==> config.mk <==
export PLATFORM = sky130hd
export DESIGN_NAME = flac_frame_sequencer_flat
export DESIGN_NICKNAME = d
export VERILOG_FILES = /design/src/rtl/flac_seq_pkg.sv /design/src/rtl/flac_frame_sequencer_if.sv /design/src/rtl/flac_seq_watchdog.sv /design/src/rtl/flac_frame_sequencer.sv /design/src/flat_wrapper.sv
export SDC_FILE = /design/constraint.sdc
export NUM_CORES = 1
export LEC_CHECK = 0
export CAP_MARGIN = 20
export CORE_ASPECT_RATIO = 0.8
export CORE_MARGIN = 4
export CORE_UTILIZATION = 40
export DETAILED_ROUTE_END_ITERATION = 8
export GPL_TIMING_DRIVEN = 0
export PLACE_DENSITY = 0.66
export SYNTH_ARGS = -nofsm -noshare
export SYNTH_HDL_FRONTEND = slang
export SYNTH_SLANG_ARGS = --single-unit
==> constraint.sdc <==
create_clock -name iClock -period 4.3 [get_ports iClock]
set_input_delay 0.86 -clock iClock [delete_from_list [all_inputs] [get_ports iClock]]
set_output_delay 0.86 -clock iClock [all_outputs]
set_load 0.005 [all_outputs]
==> src/rtl/flac_seq_pkg.sv <==
// Shared types and defaults for the FLAC frame sequencer and its watchdog.
package flac_seq_pkg;

    localparam int ADDR_W                 = 16;
    localparam int DEFAULT_BLOCK_SIZE     = 4096;
    localparam int DEFAULT_TIMEOUT_CYCLES = 1 << 20;

    typedef logic [ADDR_W-1:0] addr_t;

    typedef enum logic [2:0] {
        ST_IDLE,
        ST_LAUNCH,
        ST_GUARD,
        ST_RUN,
        ST_RECORD,
        ST_FINISH
    } seq_state_e;

    // A frame is a full block unless only a remainder is left.
    function automatic addr_t frame_size(input addr_t remaining, input addr_t block);
        return (remaining > block) ? block : remaining;
    endfunction

endpackage

==> src/rtl/flac_frame_sequencer_if.sv <==
// System-control and encoder-side signals of the frame sequencer.
// slave = sequencer side, master = system/encoder side.
interface flac_frame_sequencer_if;
    import flac_seq_pkg::*;

    logic  iStart;
    addr_t iTotalSamples;
    addr_t iInBase;
    addr_t iOutBase;
    logic  oEncReset;
    addr_t oEncNumSamples;
    addr_t oEncIAddrStart;
    addr_t oEncOAddrStart;
    addr_t iEncOAddress;
    logic  iEncDone;
    logic  oBusy;
    logic  oFrameValid;
    addr_t oFrameStart;
    addr_t oFrameLen;
    addr_t oFrameCount;
    logic  oDone;
    logic  oError;

    modport slave (
        input  iStart, iTotalSamples, iInBase, iOutBase, iEncOAddress, iEncDone,
        output oEncReset, oEncNumSamples, oEncIAddrStart, oEncOAddrStart,
               oBusy, oFrameValid, oFrameStart, oFrameLen, oFrameCount, oDone, oError
    );

    modport master (
        output iStart, iTotalSamples, iInBase, iOutBase, iEncOAddress, iEncDone,
        input  oEncReset, oEncNumSamples, oEncIAddrStart, oEncOAddrStart,
               oBusy, oFrameValid, oFrameStart, oFrameLen, oFrameCount, oDone, oError
    );

endinterface

==> src/rtl/flac_seq_watchdog.sv <==
// Cycle counter that flags expiry on the TIMEOUT_CYCLES-th enabled cycle after a clear.
module flac_seq_watchdog #(
    parameter int TIMEOUT_CYCLES = flac_seq_pkg::DEFAULT_TIMEOUT_CYCLES
) (
    input  logic clk,
    input  logic rst,
    input  logic clear,
    input  logic enable,
    output logic expire
);

    localparam int CNT_W = $clog2(TIMEOUT_CYCLES + 1);
    localparam logic [CNT_W-1:0] LAST = CNT_W'(TIMEOUT_CYCLES - 1);

    logic [CNT_W-1:0] cnt_q, cnt_d;

    always_comb begin
        cnt_d = cnt_q;
        if (clear) begin
            cnt_d = '0;
        end else if (enable) begin
            cnt_d = cnt_q + 1'b1;
        end
    end

    always_ff @(posedge clk or posedge rst) begin
        if (rst) begin
            cnt_q <= '0;
        end else begin
            cnt_q <= cnt_d;
        end
    end

    assign expire = enable && !clear && (cnt_q == LAST);

endmodule

==> src/rtl/flac_frame_sequencer.sv <==
// Splits a PCM stream into blocks and runs one encoder pass per block, packing frames back to back.
// Optional watchdog abort in RUN is enabled by defining FLAC_SEQ_WATCHDOG_EN.
module flac_frame_sequencer
    import flac_seq_pkg::*;
#(
    parameter int BLOCK_SIZE     = DEFAULT_BLOCK_SIZE,
    parameter int RESET_CYCLES   = 1,
    parameter int TIMEOUT_CYCLES = DEFAULT_TIMEOUT_CYCLES
) (
    input  logic                   iClock,
    input  logic                   iReset,
    flac_frame_sequencer_if.slave  bus
);

    localparam addr_t BLOCK_LEN   = addr_t'(BLOCK_SIZE);
    localparam addr_t LAUNCH_LAST = addr_t'(RESET_CYCLES - 1);

    if (RESET_CYCLES < 1 || TIMEOUT_CYCLES < 1) begin : g_cfg_check
        $error("flac_frame_sequencer: RESET_CYCLES and TIMEOUT_CYCLES must be >= 1");
    end

    seq_state_e state_q, state_d;
    addr_t remaining_q, remaining_d;
    addr_t in_addr_q, in_addr_d;
    addr_t out_addr_q, out_addr_d;
    addr_t num_q, num_d;
    addr_t launch_cnt_q, launch_cnt_d;
    addr_t frame_start_q, frame_start_d;
    addr_t frame_len_q, frame_len_d;
    addr_t frame_count_q, frame_count_d;

`ifdef FLAC_SEQ_WATCHDOG_EN
    logic error_q, error_d;
    logic wd_expire;

    flac_seq_watchdog #(
        .TIMEOUT_CYCLES(TIMEOUT_CYCLES)
    ) u_watchdog (
        .clk    (iClock),
        .rst    (iReset),
        .clear  (state_q != ST_RUN),
        .enable (state_q == ST_RUN),
        .expire (wd_expire)
    );

    always_ff @(posedge iClock or posedge iReset) begin
        if (iReset) begin
            error_q <= 1'b0;
        end else begin
            error_q <= error_d;
        end
    end

    assign bus.oError = error_q;
`else
    assign bus.oError = 1'b0;
`endif

    always_comb begin
        state_d       = state_q;
        remaining_d   = remaining_q;
        in_addr_d     = in_addr_q;
        out_addr_d    = out_addr_q;
        num_d         = num_q;
        launch_cnt_d  = launch_cnt_q;
        frame_start_d = frame_start_q;
        frame_len_d   = frame_len_q;
        frame_count_d = frame_count_q;
`ifdef FLAC_SEQ_WATCHDOG_EN
        error_d       = error_q;
`endif
        case (state_q)
            ST_IDLE: begin
                if (bus.iStart) begin
                    remaining_d   = bus.iTotalSamples;
                    in_addr_d     = bus.iInBase;
                    out_addr_d    = bus.iOutBase;
                    num_d         = frame_size(bus.iTotalSamples, BLOCK_LEN);
                    launch_cnt_d  = '0;
                    frame_start_d = '0;
                    frame_len_d   = '0;
                    frame_count_d = '0;
`ifdef FLAC_SEQ_WATCHDOG_EN
                    error_d       = 1'b0;
`endif
                    state_d = (bus.iTotalSamples == '0) ? ST_FINISH : ST_LAUNCH;
                end
            end
            ST_LAUNCH: begin
                if (launch_cnt_q == LAUNCH_LAST) begin
                    state_d = ST_GUARD;
                end else begin
                    launch_cnt_d = launch_cnt_q + 1'b1;
                end
            end
            ST_GUARD: state_d = ST_RUN;
            ST_RUN: begin
                // Frame record is captured on the way into RECORD so it is valid during the strobe.
                if (bus.iEncDone) begin
                    frame_start_d = out_addr_q;
                    frame_len_d   = bus.iEncOAddress - out_addr_q + 16'd1;
                    frame_count_d = (frame_count_q == '1) ? frame_count_q : frame_count_q + 1'b1;
                    state_d       = ST_RECORD;
                end
`ifdef FLAC_SEQ_WATCHDOG_EN
                else if (wd_expire) begin
                    error_d = 1'b1;
                    state_d = ST_FINISH;
                end
`endif
            end
            ST_RECORD: begin
                remaining_d  = remaining_q - num_q;
                in_addr_d    = in_addr_q + num_q;
                out_addr_d   = frame_start_q + frame_len_q;
                num_d        = frame_size(remaining_d, BLOCK_LEN);
                launch_cnt_d = '0;
                state_d      = (remaining_d == '0) ? ST_FINISH : ST_LAUNCH;
            end
            ST_FINISH: state_d = ST_IDLE;
            default:   state_d = ST_IDLE;
        endcase
    end

    always_ff @(posedge iClock or posedge iReset) begin
        if (iReset) begin
            state_q       <= ST_IDLE;
            remaining_q   <= '0;
            in_addr_q     <= '0;
            out_addr_q    <= '0;
            num_q         <= '0;
            launch_cnt_q  <= '0;
            frame_start_q <= '0;
            frame_len_q   <= '0;
            frame_count_q <= '0;
        end else begin
            state_q       <= state_d;
            remaining_q   <= remaining_d;
            in_addr_q     <= in_addr_d;
            out_addr_q    <= out_addr_d;
            num_q         <= num_d;
            launch_cnt_q  <= launch_cnt_d;
            frame_start_q <= frame_start_d;
            frame_len_q   <= frame_len_d;
            frame_count_q <= frame_count_d;
        end
    end

    // Encoder is released only while a block is actually being encoded or recorded.
    assign bus.oEncReset      = !(state_q == ST_GUARD || state_q == ST_RUN || state_q == ST_RECORD);
    assign bus.oEncNumSamples = num_q;
    assign bus.oEncIAddrStart = in_addr_q;
    assign bus.oEncOAddrStart = out_addr_q;
    assign bus.oBusy          = (state_q != ST_IDLE);
    assign bus.oFrameValid    = (state_q == ST_RECORD);
    assign bus.oFrameStart    = frame_start_q;
    assign bus.oFrameLen      = frame_len_q;
    assign bus.oFrameCount    = frame_count_q;
    assign bus.oDone          = (state_q == ST_FINISH);

endmodule

==> src/flat_wrapper.sv <==
// flat-port wrapper written by rule: the top's interface ports become plain ports
module flac_frame_sequencer_flat import flac_seq_pkg::*;
#(
    parameter int BLOCK_SIZE     = DEFAULT_BLOCK_SIZE,
    parameter int RESET_CYCLES   = 1,
    parameter int TIMEOUT_CYCLES = DEFAULT_TIMEOUT_CYCLES
)
  (iClock, iReset, bus_iStart, bus_iTotalSamples, bus_iInBase, bus_iOutBase, bus_iEncOAddress, bus_iEncDone, bus_oEncReset, bus_oEncNumSamples, bus_oEncIAddrStart, bus_oEncOAddrStart, bus_oBusy, bus_oFrameValid, bus_oFrameStart, bus_oFrameLen, bus_oFrameCount, bus_oDone, bus_oError);
  flac_frame_sequencer_if bus_i ();
  input  logic iClock;
  input  logic iReset;
  input wire logic [$bits(bus_i.iStart)-1:0] bus_iStart;
  input wire logic [$bits(bus_i.iTotalSamples)-1:0] bus_iTotalSamples;
  input wire logic [$bits(bus_i.iInBase)-1:0] bus_iInBase;
  input wire logic [$bits(bus_i.iOutBase)-1:0] bus_iOutBase;
  input wire logic [$bits(bus_i.iEncOAddress)-1:0] bus_iEncOAddress;
  input wire logic [$bits(bus_i.iEncDone)-1:0] bus_iEncDone;
  output wire logic [$bits(bus_i.oEncReset)-1:0] bus_oEncReset;
  output wire logic [$bits(bus_i.oEncNumSamples)-1:0] bus_oEncNumSamples;
  output wire logic [$bits(bus_i.oEncIAddrStart)-1:0] bus_oEncIAddrStart;
  output wire logic [$bits(bus_i.oEncOAddrStart)-1:0] bus_oEncOAddrStart;
  output wire logic [$bits(bus_i.oBusy)-1:0] bus_oBusy;
  output wire logic [$bits(bus_i.oFrameValid)-1:0] bus_oFrameValid;
  output wire logic [$bits(bus_i.oFrameStart)-1:0] bus_oFrameStart;
  output wire logic [$bits(bus_i.oFrameLen)-1:0] bus_oFrameLen;
  output wire logic [$bits(bus_i.oFrameCount)-1:0] bus_oFrameCount;
  output wire logic [$bits(bus_i.oDone)-1:0] bus_oDone;
  output wire logic [$bits(bus_i.oError)-1:0] bus_oError;
  assign bus_i.iStart = bus_iStart;
  assign bus_i.iTotalSamples = bus_iTotalSamples;
  assign bus_i.iInBase = bus_iInBase;
  assign bus_i.iOutBase = bus_iOutBase;
  assign bus_i.iEncOAddress = bus_iEncOAddress;
  assign bus_i.iEncDone = bus_iEncDone;
  assign bus_oEncReset = bus_i.oEncReset;
  assign bus_oEncNumSamples = bus_i.oEncNumSamples;
  assign bus_oEncIAddrStart = bus_i.oEncIAddrStart;
  assign bus_oEncOAddrStart = bus_i.oEncOAddrStart;
  assign bus_oBusy = bus_i.oBusy;
  assign bus_oFrameValid = bus_i.oFrameValid;
  assign bus_oFrameStart = bus_i.oFrameStart;
  assign bus_oFrameLen = bus_i.oFrameLen;
  assign bus_oFrameCount = bus_i.oFrameCount;
  assign bus_oDone = bus_i.oDone;
  assign bus_oError = bus_i.oError;
  flac_frame_sequencer #(.BLOCK_SIZE(BLOCK_SIZE), .RESET_CYCLES(RESET_CYCLES), .TIMEOUT_CYCLES(TIMEOUT_CYCLES)) u_core (.iClock(iClock), .iReset(iReset), .bus(bus_i));
endmodule
==> Word level (Yosys, flattened, before mapping) <==
Cells that the tools add are included.
{ "totals": {"ff_bits": 131, "out_inout_bits": 101, "wordCells": 71} }
{ "op_classes": {"add_sub_neg": 7, "order_cmp": 2, "eq_ne": 11, "muxes": 26, "n_reduce_logical": 16} }
{ "ops": {"columns": ["operator", "count"], "rows": [
  ["$pmux 16 s2", 7],
  ["$mux 16", 12],
  ["$add 16x1->16 const B", 3],
  ["$logic_not 16->1", 3],
  ["$pmux 16 s3", 1],
  ["$add 16x16->16", 2],
  ["$gt 16x13->1 const B", 2],
  ["$sub 16x16->16", 2],
  ["$eq 16x16->1 const B", 1],
  ["$mux 3", 5],
  ["$pmux 3 s5", 1],
  ["$reduce_and 3->1", 3],
  ["$ne 2x2->1 const B", 4],
  ["$eq 3x2->1 const B", 2],
  ["$eq 3x3->1 const B", 2],
  ["$reduce_bool 3->1", 2],
  ["$reduce_and 4->1", 1],
  ["$reduce_bool 2->1", 2],
  ["$eq 3x1->1 const B", 1],
  ["$logic_not 3->1", 1],
  ["$logic_or 1x1->1", 2],
  ["$ne 2x1->1 const B", 1],
  ["$reduce_and 2->1", 1],
  ["$logic_not 1->1", 1]
]} }

==> Logic depth before layout (Yosys ltp) <==
{ "logic_depth": {"word_depth": 4, "mapped_depth": 13, "ltp_nobuf": 13} }

==> Worst setup path after synthesis <==
No wires, ideal clock.
{ "synth_timing": {"kind": "input port to flip-flop", "from": "input port bus_iEncOAddress[2]", "to": "register u_core.frame_len_q[14], in the netlist u_core.bus.oFrameLen[14]", "setup_time_ps": 69, "t_arrival_ps": 2993, "path_slack_ps": 1238, "stages": 10, "n_path_buf": 0, "path_cell_list": "ha_1 -> ha_1 -> a21o_1 -> a21oi_1 -> o211ai_1 -> nand3_1 -> a41oi_1 -> a21oi_1 -> or4b_2 -> nand3_1"} }
{ "synth_between": {"elab_chain_len": 4} }
{ "synth_lines": {"columns": ["item", "line", "rtl"], "rows": [
  ["start: declaration", "flat_wrapper.sv:16", "input wire logic [$bits(bus_i.iEncOAddress)-1:0] bus_iEncOAddress;"],
  ["$sub 16x16->16", "flac_frame_sequencer.sv:101", "frame_len_d = bus.iEncOAddress - out_addr_q + 16'd1;"],
  ["$add 16x1->16", "flac_frame_sequencer.sv:101", null],
  ["$mux 16", "flac_frame_sequencer.sv:99", "if (bus.iEncDone) begin"],
  ["$pmux 16 s2", "flac_frame_sequencer.sv:72", "case (state_q)"],
  ["end signal: assignment", "flac_frame_sequencer.sv:144", "frame_len_q <= frame_len_d;"],
  ["end: declaration", "flac_frame_sequencer.sv:29", "addr_t frame_len_q, frame_len_d;"]
]} }
No other way between the ends. The select of a mux whose other input is x is not followed.
A chain may end at the register's enable or synchronous reset.

==> Worst setup path in the final report <==
{ "layout_timing": {"from": "register u_core.state_q[0]", "to": "output port bus_oFrameValid"} }
{ "layout_between": {"elab_chain_len": 1} }
{ "layout_lines": {"columns": ["item", "line", "rtl"], "rows": [
  ["start: declaration", "flac_frame_sequencer.sv:22", "seq_state_e state_q, state_d;"],
  ["start signal: assignment", "flac_frame_sequencer.sv:137", "state_q <= state_d;"],
  ["$eq 3x3->1", "flac_frame_sequencer.sv:155", "assign bus.oFrameValid = (state_q == ST_RECORD);"],
  ["end: declaration", "flat_wrapper.sv:23", "output wire logic [$bits(bus_i.oFrameValid)-1:0] bus_oFrameValid;"]
]} }
No other way between the ends.

==> results.json <==
{
  "peakVddDrop_uv": 304,
  "floorplan.io_pins": 169,
  "die_x_microns": 176,
  "outcome": "finished clean",
  "worst-slew-pin-transition_ns": 0.876,
  "crit_family": "buffers and inverters",
  "syn_avg_cell_area_sq_um": 8.71,
  "finalWeightedCongestion": 0.959,
  "number_of_nets_produced_by_synthesis": 1185,
  "avgRoutedWirePerCell_microns": 18.7,
  "numCtsBuffers": 17,
  "post_layout_net_count": 1374,
  "crit_arrival_ns": 2.88,
  "grtUsageTotal": 0.231,
  "cts.repair_timing.setup_buffer_count": 0,
  "syn_area_sq_um": 9020,
  "setup_viol": 0,
  "cts_root_buf": "clkbuf_16",
  "routed-via-count": 8564,
  "timing_hold_violations_final": 0,
  "remaining_drc_errors": 0,
  "dp_cells": 1506,
  "clock_sinks": 131,
  "via_count_of_the_first_global_routing_pass": 8247,
  "count_of_tritonroute_iterations_in_the_first_routing_pass": 5,
  "synth-async-reset-ratio": 1.00,
  "fin_util": 0.540,
  "post_route_cells_drive_above_1_share": 0.0638,
  "num_rows": 48,
  "period_share": 0.871,
  "min-delay-path-class": "reg -> reg",
  "synth_top_cell_area_share": 0.363,
  "avgViaCountPerCell": 5.56,
  "timing.critical_path.slowest_cell_delay_ns": 0.59,
  "global_route_wire_length_before_repair_microns": 45400,
  "design.die.area_sq_um": 25000,
  "synthToLayoutAreaGrowth_pct": 30.9,
  "power.density_cell_area_nw_per_um2": 773,
  "numPortBuffers": 167,
  "path_max_fanout": 10,
  "cts.htree.levels": 4,
  "worst_path_max_delay_cell": "clkdlybuf4s50_1",
  "max_cap_violations": 0,
  "critPathBufInv": 5,
  "most-common-layout-cells": "167 x clkdlybuf4s50_1, 131 x dfrtp_1, 124 x nand2_1",
  "gr-total-overflow": 0,
  "yosys-top-cells-area": "dfrtp_1 36%, ha_1 11%, nand2_1 5.2%",
  "finalWorstPathRequiredPeriod_ns": 3.74,
  "clkLatencyLatePin_ns": 0.43,
  "cellLeakagePower_nw": 5.16,
  "synthesis.instances": 1036,
  "die_h_microns": 142,
  "grt_setup_unrepaired": "false",
  "synth.ff_latch_count": 131,
  "drt_iter0_drc": 690,
  "dp.final_hpwl_microns": 22400,
  "ys_seq_area_frac": 0.363,
  "finClkSkew_ns": 0.0138,
  "layout.cells.non_filler": 1540,
  "critPathLaunchType": "register",
  "antenna_found_initial": 2,
  "timing.final.max_slew_violations": 0,
  "cts.reportedPaths.clkPinSlew_ns": 0.07,
  "distinct_cells_synth": 79,
  "cts_max_path_buffers": 2,
  "floorplan.core_area_sq_um": 21900,
  "clock_tree_from_tritoncts": "built",
  "route.final.wire_length_microns": 28800,
  "max_freq_ghz": 0.267,
  "number_of_flops_mapped_to_enable_cells_by_yosys": 0,
  "totalPowerFinal_mw": 9.12,
  "finalHoldWorstSlack_ns": 0.505,
  "yosysWarnings": 0,
  "timing.setup.critical_path_class": "reg -> out",
  "timing.critical_path.to_type": "output port",
  "grt_start_max_net_pins": 39,
  "worstPathCellList": "buf_2 -> nor2_1 -> nand2_1 -> inv_1 -> clkbuf_1 -> clkbuf_2 -> clkdlybuf4s50_1",
  "antenna_left": 0,
  "yosys.area.top_type": "dfrtp_1",
  "most_common_cell_after_layout_fill_and_taps_aside": "clkdlybuf4s50_1",
  "final_layout_setup_total_negative_slack_ns": 0,
  "start_util": 0.413,
  "slew-limit-headroom": 0.414,
  "ys.flop_type": "dfrtp_1",
  "required_time_of_the_worst_setup_path_ns": 3.44
}
-- cells in the mapped netlist (all sizes together) (20+ instances only) --
cell type	number
o21ai	70
a21oi	73
xor2	43
inv	61
dfrtp	131
clkbuf	27
nor3	20
and3	22
xnor2	32
nor2	97
nand3	33
ha	77
nand2	124
-- layer usage --
| metal | global-route usage | routed length [microns] | vias up |
|---|---|---|---|
| met2 | 0.349 | 12400 | 347 |
| met1 | 0.336 | 13500 | 4090 |
| met3 | 0.0542 | 2410 | 38 |
| met4 | 0.0570 | 472 | 0 |
| met5 | 0 | 0 | - |
| li1 | - | - | 4089 |
-- worst reg2reg max path, delay by kind of cell (launching register included) --
family	cells	cell delay [ns]
compound gates	5	1.67
xor+xnor	1	0.22
fa+ha+maj	2	0.72
flops	1	0.44
simple gates	2	0.45
-- cells by family after synthesis --
group / synth area share
DFF: 0.363
buffers and inverters: 0.0477
AOI/OAI and AO/OA: 0.202
xor gates and xnor gates: 0.0728
muxes: 0.00458
adders and majority gates: 0.116
other: 0.000416
and+or+nand+nor: 0.193
-- sequential cells by signal, summed over array words and instances, names as in the netlist --
| name | flops |
|---|---|
| u_core.bus.oEncIAddrStart | 16 |
| u_core.bus.oEncNumSamples | 16 |
| u_core.bus.oEncOAddrStart | 16 |
| u_core.bus.oFrameCount | 16 |
| u_core.bus.oFrameLen | 16 |
| u_core.bus.oFrameStart | 16 |
| u_core.launch_cnt_q | 16 |
| u_core.remaining_q | 16 |
| u_core.state_q | 3 |
-- final timing paths --
check / start / end / slack [ns] / cells past startpoint
setup / recovery: u_core.state_q[0] / bus_oFrameValid / 0.56 / 7
hold / removal: u_core.remaining_q[14] / u_core.remaining_q[14] / 0.51 / 2
setup reg to reg: u_core.bus.oEncNumSamples[0] / u_core.state_q[2] / 0.73 / 10
hold reg to reg: u_core.remaining_q[14] / u_core.remaining_q[14] / 0.51 / 2
max in group asynchronous: iReset / u_core.launch_cnt_q[0] / 2.53 / 4
min in group asynchronous: iReset / u_core.bus.oFrameStart[1] / 0.90 / 2
-- report_power, final --
| part | switching [mW] | internal (mW) |
|---|---|---|
| Combinational | 3.04 | 2.35 |
| Clock | 0.633 | 1.05 |
| Sequential | 0.406 | 1.64 |
| Total | 4.08 | 5.04 |
-- layout make-up --
cell class	instances	area, sq um
multi-input combinational	798	5310
clock inverter	15	241
tap	300	375
clock buffer	17	425
buffer	46	203
antenna	2	5.00
timing repair buffer	170	1730
sequential	131	3280
inverter	61	233
fill	2021	10100
-- stage by stage --
stage          setup slack (ns)  cell area, sq um
2_1_floorplan              1.24              9020
3_3_place_gp              0.456             11100
3_5_place_dp              0.412             11100
4_1_cts                   0.279             11800
5_1_grt                   0.327             11800
6_report                  0.557             11800
-- repair_timing --
action	4_1_cts	5_1_grt
resized for setup	0	2
hold buffers	0	0
setup endpoints to repair	0	2
Note: power is estimated with default switching activity, not from simulation.
